**src/rtl/param_mem_arbiter.sv**
```systemverilog
// param_mem_arbiter: shares the single-port operator parameter RAM between
// synth reads (always win) and buffered SPI host writes drained into free slots.
module param_mem_arbiter #(
    parameter int ADDR_W     = 10,
    parameter int DATA_W     = 18,
    parameter int FIFO_DEPTH = 4,
    parameter int ATOMIC     = 1
) (
    input  logic                          IO_main_clk,
    input  logic                          IO_reset,
    input  logic                          frame_busy,
    input  logic                          synth_rd_en,
    input  logic [ADDR_W-1:0]             synth_rd_addr,
    output logic                          synth_rd_valid,
    output logic [DATA_W-1:0]             synth_rd_value,
    input  logic                          host_wr_valid,
    output logic                          host_wr_ready,
    input  logic [ADDR_W-1:0]             host_wr_addr,
    input  logic [DATA_W-1:0]             host_wr_data,
    output logic [ADDR_W-1:0]             mem_addr,
    output logic                          mem_we,
    output logic [DATA_W-1:0]             mem_wdata,
    input  logic [DATA_W-1:0]             mem_rdata,
    output logic [$clog2(FIFO_DEPTH):0]   fifo_level,
    output logic                          drain_active,
    output logic [15:0]                   stall_cnt
);

    localparam int PTR_W = $clog2(FIFO_DEPTH);
    localparam int LVL_W = PTR_W + 1;
    localparam logic [LVL_W-1:0] FULL_LVL = LVL_W'(FIFO_DEPTH);
    localparam logic [LVL_W-1:0] ONE_LVL  = LVL_W'(1);

    typedef enum logic {IDLE, DRAIN} state_t;

    state_t              state;
    logic [ADDR_W-1:0]   fifo_addr [FIFO_DEPTH];
    logic [DATA_W-1:0]   fifo_data [FIFO_DEPTH];
    logic [PTR_W-1:0]    wr_ptr;
    logic [PTR_W-1:0]    rd_ptr;
    logic [ADDR_W-1:0]   last_addr;
    logic [DATA_W-1:0]   last_wdata;
    logic                fifo_empty;
    logic                window;
    logic                push;
    logic                pop;

    assign fifo_empty     = (fifo_level == '0);
    assign window         = (ATOMIC == 0) || !frame_busy;
    assign host_wr_ready  = (fifo_level < FULL_LVL);
    assign push           = host_wr_valid && host_wr_ready;
    assign pop            = (state == DRAIN) && !fifo_empty && !synth_rd_en && window;
    assign synth_rd_value = mem_rdata;

    // RAM port mux: synth read first, then a drain write, else hold the address
    always_comb begin
        mem_we    = 1'b0;
        mem_addr  = last_addr;
        mem_wdata = last_wdata;
        if (synth_rd_en) begin
            mem_addr = synth_rd_addr;
        end else if (pop) begin
            mem_we    = 1'b1;
            mem_addr  = fifo_addr[rd_ptr];
            mem_wdata = fifo_data[rd_ptr];
        end
    end

    // FIFO storage; contents need no reset since the pointers qualify them
    always_ff @(posedge IO_main_clk) begin
        if (push) begin
            fifo_addr[wr_ptr] <= host_wr_addr;
            fifo_data[wr_ptr] <= host_wr_data;
        end
    end

    // Pointers, level, read-valid pipeline, held RAM port, stall counter and FSM
    always_ff @(posedge IO_main_clk or posedge IO_reset) begin
        if (IO_reset) begin
            state          <= IDLE;
            drain_active   <= 1'b0;
            wr_ptr         <= '0;
            rd_ptr         <= '0;
            fifo_level     <= '0;
            synth_rd_valid <= 1'b0;
            last_addr      <= '0;
            last_wdata     <= '0;
            stall_cnt      <= '0;
        end else begin
            synth_rd_valid <= synth_rd_en;
            last_addr      <= mem_addr;
            last_wdata     <= mem_wdata;

            if (push) wr_ptr <= wr_ptr + 1'b1;
            if (pop)  rd_ptr <= rd_ptr + 1'b1;
            if (push && !pop)      fifo_level <= fifo_level + 1'b1;
            else if (pop && !push) fifo_level <= fifo_level - 1'b1;

            if (!fifo_empty && !pop && (stall_cnt != '1))
                stall_cnt <= stall_cnt + 1'b1;

            case (state)
                IDLE: begin
                    // A push this cycle counts as non-empty so the write can land next cycle
                    if ((!fifo_empty || push) && window) begin
                        state        <= DRAIN;
                        drain_active <= 1'b1;
                    end
                end
                DRAIN: begin
                    if (!window || (pop && (fifo_level == ONE_LVL) && !push) ||
                        (fifo_empty && !push)) begin
                        state        <= IDLE;
                        drain_active <= 1'b0;
                    end
                end
                default: begin
                    state        <= IDLE;
                    drain_active <= 1'b0;
                end
            endcase
        end
    end

endmodule

```
**config.mk**
```make
export PLATFORM = sky130hd
export DESIGN_NAME = param_mem_arbiter
export DESIGN_NICKNAME = d
export VERILOG_FILES = /design/src/rtl/param_mem_arbiter.sv
export SDC_FILE = /design/constraint.sdc
export NUM_CORES = 1
export LEC_CHECK = 0
export ABC_AREA = 0
export BUFFER_PORTS_ARGS = -buffer_cell sky130_fd_sc_hd__buf_2
export CORE_UTILIZATION = 41
export CTS_CLUSTER_DIAMETER = 50
export DETAILED_ROUTE_END_ITERATION = 10
export GPL_TIMING_DRIVEN = 0
export PLACE_DENSITY = 0.72
export SLEW_MARGIN = 20
export SYNTH_ARGS = -nofsm -noshare
export SYNTH_HDL_FRONTEND = slang
export SYNTH_SLANG_ARGS = --single-unit
```
**constraint.sdc**
```tcl
create_clock -name IO_main_clk -period 6.69 [get_ports IO_main_clk]
set_clock_uncertainty 0.1 [all_clocks]
set_input_delay 1.338 -clock IO_main_clk [delete_from_list [all_inputs] [get_ports IO_main_clk]]
set_output_delay 1.338 -clock IO_main_clk [all_outputs]
set_load 0.1 [all_outputs]
```
# Word-level counts from Yosys, hierarchy flattened
# Memories as Yosys holds them, arrays and structs flattened.
# Index checks and enable logic that the tools add are counted.
# totals
ff_bits	54
ramBits	112
input_bits	61
output_inout_bits	69
word_cells	61
mem_count	2
# classes
addsub	5
n_lt_le_gt_ge	1
n_eq_ne	4
mux	16
bitwise_logic	1
reduce_logical	23
# mem_list
name	words	width	rd	rd_clocked_by_memory_dff	write_ports	line	rtl
fifo_data	4	18	1	0	1	38	logic [DATA_W-1:0] fifo_data [FIFO_DEPTH];
fifo_addr	4	10	1	0	1	37	logic [ADDR_W-1:0] fifo_addr [FIFO_DEPTH];
# ops
op	count
18-bit 2-to-1 mux	2
10-bit 2-to-1 mux	2
16-bit by 1-bit adder with 16-bit output, second input constant	1
16-bit != test, second input constant	1
1-bit logical AND	12
1-bit 2-to-1 mux	8
3-bit 2-to-1 mux	2
1-bit zero test	5
2-bit by 1-bit adder with 2-bit output, second input constant	2
1-bit one-hot mux with 2 select lines	2
3-bit by 1-bit adder with 3-bit output, second input constant	1
3-bit by 1-bit equality test with 1-bit output, second input constant	1
3-bit zero test	1
1-bit logical OR	3
3-bit less-than comparator, second input constant	1
3-bit by 1-bit subtractor with 3-bit output, second input constant	1
2-bit by 1-bit != test with 1-bit output, second input constant	1
2-bit != test, second input constant	1
2-bit AND reduction	1
2-bit nonzero test	1
1-bit inverter	1

# Depth between registers and ports, before layout
# logic_depth
ltp_word	11
depth_mapped	12
depth_no_buf	9

# Worst setup path before layout
# Ideal clock, no wire load.
# synth_timing
kind	reg2out
from	register fifo_level[0]
to	output mem_wdata[10]
arrival_ns	3.739
required_time_ns	5.252
slack_ns	1.513
path_stages_with_launch	9
n_path_buf	2
cell_sequence	dfrtp_1 -> inv_1 -> ha_1 -> nor2b_1 -> buf_2 -> and2b_1 -> clkbuf_1 -> nand2_1 -> nand2_1
# synth_between
elab_chain_cells	7
# synth_lines
element	line	rtl
from (decl)	24	output logic [$clog2(FIFO_DEPTH):0] fifo_level,
from (signal assigned)	96	if (push && !pop) fifo_level <= fifo_level + 1'b1;
from (signal assigned)	97	else if (pop && !push) fifo_level <= fifo_level - 1'b1;
3-bit zero test	48	assign fifo_empty = (fifo_level == '0);
1-bit zero test	52	assign pop = (state == DRAIN) && !fifo_empty && !synth_rd_en && window;
1-bit logical AND (3 in series)	52	
18-bit 2-to-1 mux	62	end else if (pop) begin
18-bit 2-to-1 mux	60	if (synth_rd_en) begin
to (decl)	22	output logic [DATA_W-1:0] mem_wdata,
# No other way between the ends.

# Worst setup path in the final report
# layout_timing
from	input synth_rd_en
to	output mem_wdata[11]
# layout_between
elab_chain_cells	5
# layout_lines
element	line	rtl
from (decl)	12	input logic synth_rd_en,
1-bit zero test	52	
1-bit logical AND (2 in series)	52	
18-bit 2-to-1 mux	62	
18-bit 2-to-1 mux *	60	
# Every way passes the cells marked *; elsewhere a longest branch is shown, timed or not.

==> impl_metrics.json <==
{
  "drtIter0Drc": 182,
  "cts_hold_buf": 0,
  "fmaxAchievable_mhz": 211,
  "irDropWorstVdd_mv": 0.435,
  "route.detailed.vias_per_inst": 5.04,
  "dp_hpwl_mm": 8.99,
  "global_route_wire_length_before_repair_mm": 20.5,
  "placed_area_um2": 7590,
  "cap_viol_max_count": 0,
  "post-cts-setup-buffers": 0,
  "p_leak_nw": 3.31,
  "synth_nets": 472,
  "grt_residual_overflow": 0,
  "timing_worst_slew_pin_value_ns": 0.771,
  "total_global_routing_track_utilization": 0.169,
  "setup-tns-final_ns": 0,
  "numClockSinks": 166,
  "synth_cell_types": 34,
  "timing.final.crit_share": 0.709,
  "via_count_of_the_first_global_routing_pass": 3845,
  "synth_async_sr_flop_share": 0.325,
  "boundaryPins": 130,
  "average_cell_area_after_synthesis_um2": 16.5,
  "core_area_um2": 15800,
  "rsz0062_at_grt": "no",
  "effective_utilization_at_floorplan": 0.419,
  "hold_path.startpoint": "last_wdata[14]",
  "placement_rows": 46,
  "routed-via-count": 3858,
  "rr_startpoint": "fifo_level[0]",
  "flow.area_growth_from_synthesis_pct": 22.8,
  "die-width_um": 129,
  "slew_headroom": 0.481,
  "worst_hold_path_type": "reg2reg",
  "powerDensity_nw_per_um2": 490,
  "ant_nets": 0,
  "worst_skew_pair.late_latency_ns": 0.42,
  "wirelength_mm": 13.5,
  "fin_hold_ws_ns": 0.374,
  "chipHeight_um": 129,
  "synth_flop_type": "edfxtp_1",
  "tritoncts_clock_tree": "built",
  "drc": 0,
  "cts.htree.levels": 4,
  "antenna_found_initial": 1,
  "worst_ep_arrival_time_ns": 3.30,
  "final-setup-viol-count": 0,
  "crit_start": "synth_rd_en",
  "period_minus_slack_ns": 4.74,
  "yosysWarningCount": 0,
  "path_type_of_the_worst_setup_path": "in2out",
  "place.port_buffers": 111,
  "numCtsBuffers": 17,
  "post_synth_edffs": 112,
  "preCtsSetupSlack_ns": 2.00,
  "floorplan.die_area_um2": 16700,
  "clock_path_buffers": 2,
  "critical_path_end_type": "primary output",
  "largest_net_degree_at_the_start_of_global_routing": 32,
  "outcome": "finished, final reports clean",
  "detailedRoute.firstPassIterationCount": 4,
  "cts_resized": 0,
  "post_route_cells_drive_above_1_share": 0.381,
  "clockRootBuffer": "clkbuf_16",
  "ys_seq_elements": 166,
  "critical_path.max_fanout": 10,
  "routabilityCongestion": 0.834,
  "synth_area_um2": 6630,
  "postSynthCellCount": 401,
  "design_area_um2": 8140,
  "crit_path_start_kind": "input port",
  "endpoint_required_time_on_the_critical_path_ns": 5.25,
  "totalPowerFinal_mw": 3.99,
  "fin_nets": 607,
  "final-max-slew-violation-count": 0,
  "synth_sequential_area_ratio": 0.712,
  "worst_setup_hold_path_clk_slew_ns": 0.06,
  "fillCellCount": 1319,
  "postLayoutSetupSlackWorst_ns": 1.95,
  "hold_violations": 0,
  "per_cell_routed_wire_length_um": 17.6
}
==> layout by cell type (no fill, tap or decap), types with 9 or more instances in the layout <==
cell type  netlist  layout
nand2_1         60      60
xnor2_1         18      18
clkbuf_16        0      17
ha_1            10      10
a221o_1         10      10
edfxtp_1       112     112
and3_1          21      17
mux4_2          28      28
clkbuf_1         8       9
buf_4           18      18
dfrtp_1         54      54
buf_2            9     120
==> per-stage QoR <==
| stage | std cells | utilization |
|---|---|---|
| finish | 766 | 0.514 |
| global route | 765 | 0.514 |
| CTS | 765 | 0.514 |
| detailed placement | 733 | 0.479 |
| global placement | 728 | 0.471 |
| floorplan | 401 | - |
==> layout make-up <==
cell class	instances	area (µm²)	share of cell area
well taps	216	270	0.0332
plain buffers	35	210	0.0258
clock buffers	18	429	0.0527
repair buffers	116	686	0.0843
multi-input cells	190	1670	0.205
clock inverters	14	118	0.0145
diodes	1	2.50	0.000308
inverters	10	40.0	0.00492
flip-flops and latches	166	4710	0.579
==> registers in the layout (all words and copies together) (netlist names) <==
signal          count
rd_ptr              2
drain_active        1
last_addr          10
wr_ptr              2
state               1
fifo_data          72
synth_rd_valid      1
last_wdata         18
stall_cnt          16
fifo_addr          40
fifo_level          3
==> logic make-up (layout without fill, tap and decap cells) <==
family,count (synthesis),in the layout,synth area share
XOR/XNOR,19,19,0.0251
adder cells (fa/ha/maj),10,10,0.0189
AND/OR/NAND/NOR,103,103,0.0744
flip-flops,166,166,0.712
other,0,1,0
AO/OA/AOI/OAI,27,27,0.0325
buffers and inverters,45,193,0.0374
multiplexers,31,31,0.100
==> cells in the mapped netlist (all sizes together), types with 7 or more instances <==
master	count	share of area
xnor2	18	0.024
nand2	60	0.034
clkbuf	8	0.0045
edfxtp	112	0.51
ha	10	0.019
inv	10	0.0057
mux4	28	0.095
dfrtp	54	0.20
buf	27	0.027
o211ai	7	0.0079
a221o	10	0.015
and3	21	0.020
==> per-layer routing <==
| layer | wire (µm) | share of wire | GRT usage | vias to the layer above |
|---|---|---|---|---|
| li1 | - | - | - | 1773 |
| met1 | 5600 | 0.42 | 0.208 | 1932 |
| met2 | 6870 | 0.51 | 0.292 | 142 |
| met3 | 883 | 0.066 | 0.0450 | 11 |
| met4 | 104 | 0.0077 | 0.0540 | 0 |
| met5 | 0 | 0 | 0 | - |
==> report_power, final <==
part / total (mW) / switching (mW) / internal, mW / leakage (nW)
logic: 1.68 / 1.27 / 0.412 / 1.36
registers: 1.40 / 0.0920 / 1.31 / 1.69
clock network: 0.902 / 0.417 / 0.485 / 0.262
total: 3.99 / 1.78 / 2.21 / 3.31
==> critical path, stage by stage <==
cell and delay (ns):
buf_2 0.14, nor3b_4 0.30, and2b_1 0.31, clkbuf_1 0.52
nand2_1 0.10, nand2_1 0.14, buf_2 0.45
==> worst paths after layout <==
path | end | slack, ns | cells past startpoint
min in group asynchronous | fifo_level[2] | 0.79 | 2
setup / recovery | mem_wdata[11] | 1.95 | 7
setup reg to reg | fifo_level[2] | 3.94 | 12
hold reg to reg | last_wdata[14] | 0.37 | 2
max in group asynchronous | last_addr[5] | 5.21 | 3
hold / removal | last_wdata[14] | 0.37 | 2
Note: power is estimated with default switching activity, not from simulation.
